### src/rtl/add_sel_reg.sv
// ============================================================================
// add_sel_reg
// ----------------------------------------------------------------------------
// Channel-selecting adder with a single registered result and a ready/valid
// handshake on both sides.
//
// Each accepted request picks one of NCH operand channels with 'sel'. It then
// either loads sum = x[sel] + y[sel], or accumulates sum = sum + x[sel]. The
// result sits in 'sum' with out_valid high until the consumer takes it. A new
// request can be accepted in the same cycle the old result is consumed, so the
// block sustains one result per cycle.
//
// Parameters
//   WIDTH : operand/result width in bits (1..32)
//   NCH   : number of input channels (1..16)
//   SAT   : 0 = wrap modulo 2^WIDTH on overflow, 1 = saturate to all-ones
//   INIT  : reset/clear value of sum (truncated to WIDTH bits)
//
// Ports
//   clk        : clock, all state changes on the rising edge
//   rst_n      : asynchronous active-low reset
//   in_valid   : a request is present
//   in_ready   : the block can take a request this cycle
//   x, y       : packed channel operands, channel k at [k*WIDTH +: WIDTH]
//   sel        : selected channel index
//   acc        : 1 = accumulate into sum, 0 = load x+y
//   clr        : synchronous clear of sum/ovf/err/out_valid (drops a request)
//   out_valid  : sum holds a result that has not been consumed
//   out_ready  : the consumer takes the result this cycle
//   sum        : registered result
//   ovf        : sticky overflow flag
//   err        : sticky illegal-channel flag
// ============================================================================
module add_sel_reg #(
    parameter int          WIDTH = 8,
    parameter int          NCH   = 4,
    parameter int          SAT   = 0,
    parameter logic [31:0] INIT  = 32'd0,
    localparam int         SELW  = (NCH > 1) ? $clog2(NCH) : 1
) (
    input  logic                   clk,
    input  logic                   rst_n,
    input  logic                   in_valid,
    output logic                   in_ready,
    input  logic [NCH*WIDTH-1:0]   x,
    input  logic [NCH*WIDTH-1:0]   y,
    input  logic [SELW-1:0]        sel,
    input  logic                   acc,
    input  logic                   clr,
    output logic                   out_valid,
    input  logic                   out_ready,
    output logic [WIDTH-1:0]       sum,
    output logic                   ovf,
    output logic                   err
);

    // Reset/clear value of sum, cut down to the datapath width.
    localparam logic [WIDTH-1:0] INIT_VAL = INIT[WIDTH-1:0];

    logic              accept;
    logic [31:0]       sel_wide;
    logic              sel_ok;
    logic [WIDTH-1:0]  op_x;
    logic [WIDTH-1:0]  op_y;
    logic [WIDTH:0]    raw;
    logic              carry;
    logic [WIDTH-1:0]  result;

    // The single result register can take a new value whenever it is empty
    // or is being emptied this very cycle. clr does not affect readiness; a
    // request that meets clr is simply dropped.
    assign in_ready = !out_valid || out_ready;
    assign accept   = in_valid && in_ready;
    assign sel_wide = 32'(sel);

    // Channel mux. An index that matches no channel leaves both operands at
    // zero and sel_ok low, so a load yields 0 and an accumulate adds nothing.
    // With a single channel the index is ignored and channel 0 always wins.
    always_comb begin
        sel_ok = 1'b0;
        op_x   = '0;
        op_y   = '0;
        for (int k = 0; k < NCH; k++) begin
            if ((NCH == 1) || (sel_wide == 32'(k))) begin
                sel_ok = 1'b1;
                op_x   = x[k*WIDTH +: WIDTH];
                op_y   = y[k*WIDTH +: WIDTH];
            end
        end
    end

    // One extra bit of headroom catches the carry. Accumulate reads the
    // current register even if that result was never consumed.
    always_comb begin
        raw = '0;
        if (acc) begin
            raw = {1'b0, sum} + {1'b0, op_x};
        end else begin
            raw = {1'b0, op_x} + {1'b0, op_y};
        end
        carry  = raw[WIDTH];
        result = raw[WIDTH-1:0];
        if (carry && (SAT != 0)) begin
            result = '1;
        end
    end

    // Result register and sticky flags. Clear outranks an accept in the same
    // cycle. out_valid is refreshed by an accept and only drops once the
    // consumer takes the result without a new accept behind it.
    always_ff @(posedge clk or negedge rst_n) begin
        if (!rst_n) begin
            sum       <= INIT_VAL;
            out_valid <= 1'b0;
            ovf       <= 1'b0;
            err       <= 1'b0;
        end else if (clr) begin
            sum       <= INIT_VAL;
            out_valid <= 1'b0;
            ovf       <= 1'b0;
            err       <= 1'b0;
        end else if (accept) begin
            sum       <= result;
            out_valid <= 1'b1;
            if (carry) begin
                ovf <= 1'b1;
            end
            if (!sel_ok) begin
                err <= 1'b1;
            end
        end else if (out_ready) begin
            out_valid <= 1'b0;
        end
    end

endmodule

### config.mk
export PLATFORM = sky130hd
export DESIGN_NAME = add_sel_reg
export DESIGN_NICKNAME = d
export VERILOG_FILES = /design/src/rtl/add_sel_reg.sv
export SDC_FILE = /design/constraint.sdc
export NUM_CORES = 1
export LEC_CHECK = 0
export BUFFER_PORTS_ARGS = -buffer_cell sky130_fd_sc_hd__clkbuf_2
export CAP_MARGIN = 0
export CORE_MARGIN = 5
export CORE_UTILIZATION = 42
export CTS_CLUSTER_SIZE = 30
export DETAILED_ROUTE_END_ITERATION = 8
export PLACE_DENSITY = 0.89
export SLEW_MARGIN = 10
export SYNTH_ARGS = -nofsm -noshare
export SYNTH_HDL_FRONTEND = slang
export SYNTH_SLANG_ARGS = --single-unit
### constraint.sdc
create_clock -name clk -period 2.82 [get_ports clk]
set_clock_uncertainty 0.1 [all_clocks]
set_input_delay 0.564 -clock clk [delete_from_list [all_inputs] [get_ports clk]]
set_output_delay 0.564 -clock clk [all_outputs]
set_load 0.05 [all_outputs]
==> summary by stage <==
Yosys
The number of synthesis warnings is 0. Synthesis produced a netlist with a net count of about 180. The share of the yosys chip area belonging to registers is 0.221.

In this run the cell area of the synthesized design comes to roughly 0.0012 mm^2. The number of distinct library cells after synthesis is 29. After synthesis the netlist holds a flip-flop and latch count of 11.

The share of synthesized area in the top cell type comes to 0.296. In the synthesized netlist, the number of instances is 98. mux4_1 takes more of the synthesized area than any other cell.

The average size of a mapped cell is roughly 13 um^2. By area the synthesized netlist is led by mux4_1 30%, dfrtp_1 22%, ha_1 8.0%, mux2_2 7.2%, a22o_1 4.2%.

STA
The number of hold violations in the final report was 0. The number of max-slew violations in the final report is 0. In the finished design, the share of the clock period the worst path needs comes to 0.988. Measured against its own limit, the worst slew margin works out to 0.607. The pin slew with the least headroom to its limit is between 0.5 and 0.6 ns. The upper clock frequency limit is around 360 MHz. Setup repair after global routing could not meet its margin everywhere.

The clock period minus final worst setup slack is ~2.8 ns. Setup violations remaining at the end of the flow were counted as 0.

Routing
The total number of vias is about 1300. The average vias per placed instance is approximately 5.7. The detailed router finished its first iteration with 55 violations. For this run, design rule violations remaining after detail routing come to 0.

The first detailed-routing pass took 4 iterations. The post-detailed-route wirelength per cell is ~18 um. The count of nets left with antenna violations once routing finished came out at 0.

The final wirelength is 4.05 mm.

Die
In this run the standard cell core region covers between 0.002 and 0.003 mm^2. Measured along the y axis, the die boundary spans ~64 um. 84 I/O pins were placed. The horizontal die dimension is approximately 64 um. The floorplan die area is just over 0.004 mm^2. The number of rows created at floorplan is 19. For this configuration, the core starts out at a cell density of 0.443.

Cells and area
After the last flow step, the layout net total stands at around 280. The utilization after layout is 0.680. The post-synthesis to final-layout area growth is 53.3%.

In the final layout, the share of cells above drive strength 1 is 0.638. 0 antenna diodes ended up in the layout.

Pwr
The power after layout is approximately 0.83 mW. The sequential cell fraction of total power is 0.240. The proportion of power drawn by combinational gates is 0.637. The internal power consumption is 0.488 mW. The share of total power in the clock network is 0.123. Across the VDD grid, the largest voltage drop is between 200 and 250 uV. The switching power of the nets is 0.338 mW. Of the total power, the share spent switching nets is 0.409. For this design the ratio of total power to cell area is 433 mW/mm^2.

Summed over all cells, the static leakage comes to 0.995 nW.

Placement
The HPWL after detailed placement is between 3 and 4 mm. Buffers placed on the I/O ports in this run total between 80 and 90. The weighted congestion at the end of routability-driven global placement is about 0.86.

Critical path
Along the worst path, the maximum fanout reaches 5. At the worst endpoint, the required time is 2.87 ns. The startpoint of the most critical setup path is sel[0]. Data on the critical path arrives at its endpoint at approximately 2.8 ns. Traced cell by cell, the critical path runs through clkbuf_4, buf_6, buf_12, mux4_2, mux2_2, ha_2, o21a_1, nor2_1, a211oi_2, xnor2_1, a22o_1. STA classifies the critical path startpoint as an input pin. The number of cells on the worst reg-to-reg path is 8. Setup slack on the worst reg-to-reg path comes out at about 0.60 ns. STA classifies the critical path endpoint as a flip-flop. The slowest cell on the critical path is mux4_2.

The endpoint of the lowest-slack register-to-register path is sum[6]$_DFFE_PN0P_. The kind of critical path is input pin to flip-flop. The startpoint identified for the worst register-to-register timing path is sum[0]$_DFFE_PN0P_. The largest incremental delay on the critical path is ~0.50 ns.

GRT
Entering global routing, the biggest net connects 12 pins. After global routing the overflow that remains totals 0. The number of antenna violations at the first check in global routing came to 0. The via count of the first global-routing pass was approximately 1300.

The first global-routing pass estimated just under 6 mm of wire. In the global route stage, overall resource usage came out at 0.181.

Clocking
The number of clock buffers added by TritonCTS is 3. The deepest clock path buffer count is 2. The total number of clock tree sinks is 11.

In this run the number of H-tree levels came out at 1. The insertion delay of the later-clocked pin in the worst-skew pair is between 0.2 and 0.3 ns. The root buffer selected by CTS is clkbuf_4. TritonCTS built the clock tree. The clock-pin slew on the worst setup and hold paths is about 0.070 ns.

Hold path
The class of the tightest hold or removal check is input pin to asynchronous set/reset pin.

Run status
The run finished with clean final reports.

Job
Max-cap violations in this run came to 0.
-- logic make-up (layout without fill, tap and decap cells) --
family          after synthesis  count (layout)  synth area share
buf+inv                      11             109            0.0533
flops                        11              11             0.221
xor+xnor                      4               4            0.0282
compound gates               26              26             0.148
simple gates                 13              13            0.0483
mux                          24              24             0.404
fa+ha+maj                     9               9            0.0966
-- cell usage in the layout (no fill, tap or decap), drive strengths merged, types with 2 or more instances in the layout --
cell type   n
clkbuf     87
xnor2       2
o21ai       4
a32o        2
mux2        8
nor4        2
o21a        3
a21oi       6
nor2        3
nand2       5
inv         6
xor2        2
a22o        6
buf        16
ha          8
a211oi      2
mux4       16
dfrtp      11
-- power by group through the flow --
stage	combinational [mW]	clock [mW]	sequential, mW
detailed placement	0.462	0	0.199
global route	0.567	0.115	0.201
floorplan	0.235	0	0.273
finish	0.526	0.101	0.198
global placement	0.443	0	0.200
CTS	0.478	0.105	0.198
-- state kept, by name, summed over array words and instances (netlist names) --
| register | cells |
|---|---|
| err | 1 |
| sum | 8 |
| ovf | 1 |
| out_valid | 1 |
-- repair_timing --
item | CTS | global route
pin swaps | 0 | 6
setup buffers | 0 | 2
hold buffers | 0 | 0
setup endpoints to repair | 1 | 4
resized for setup | 4 | 13
-- cell type report --
class	count	area, um^2
Sequential cell	11	275
Fill cell	199	898
Timing Repair Buffer	99	554
Tap cell	31	38.8
Clock buffer	4	26.3
Inverter	6	22.5
Multi-Input combinational cell	76	990
-- through the flow --
step	area, um^2	TNS, ns	std cells	setup slack, ns	hold slack, ns
after floorplan	1270	-0.0476	98	-0.0476	0.168
after global placement	1790	-0.691	221	-0.181	0.345
after detailed placement	1790	-1.09	221	-0.312	0.350
after CTS	1840	0	225	0.0173	0.0609
after global routing	1910	-0.116	227	-0.0505	0.0700
final	1910	0	227	0.0349	0.0602
-- synth_stat cells --
cell type	number
a32o_1	2
o21ai_0	4
clkbuf_1	1
buf_6	1
buf_2	1
fa_1	1
dfrtp_1	11
a21o_1	1
a211o_1	1
nand2_1	5
buf_1	1
o21a_1	3
o211ai_1	1
mux2_2	8
a21oi_1	6
a22o_1	6
inv_1	6
nor2_1	3
ha_1	8
mux4_1	14
a211oi_1	2
nor4_1	2
nand2b_1	1
nor3_1	1
buf_12	1
xor2_1	2
xnor2_1	2
mux4_2	2
nor2b_1	1
-- worst max-delay path by stage --
stage / end / slack (ns) / cells after the start
global placement: sum[7]$_DFFE_PN0P_ / -0.18 / 10
finish: sum[7]$_DFFE_PN0P_ / 0.03 / 11
floorplan: sum[6]$_DFFE_PN0P_ / -0.05 / 10
global route: ovf$_DFFE_PN0P_ / -0.05 / 12
detailed placement: sum[7]$_DFFE_PN0P_ / -0.31 / 10
CTS: sum[7]$_DFFE_PN0P_ / 0.02 / 10
-- metal layers --
metal | global-route usage | vias up | share of wire
met2 | 0.323 | 88 | 0.52
met1 | 0.221 | 595 | 0.38
met3 | 0.0363 | 6 | 0.085
li1 | - | 602 | -
met4 | 0.0554 | 0 | 0.016
met5 | 0 | - | 0
-- worst max-delay path, delay by kind of cell --
kind | cells | cell delay [ns]
AOI/OAI and AO/OA | 3 | 0.47
xor gates and xnor gates | 1 | 0.14
and+or+nand+nor | 1 | 0.17
muxes | 2 | 0.79
adders and majority gates | 1 | 0.29
buffers and inverters | 3 | 0.40
Power figures use the tool's default switching activity.
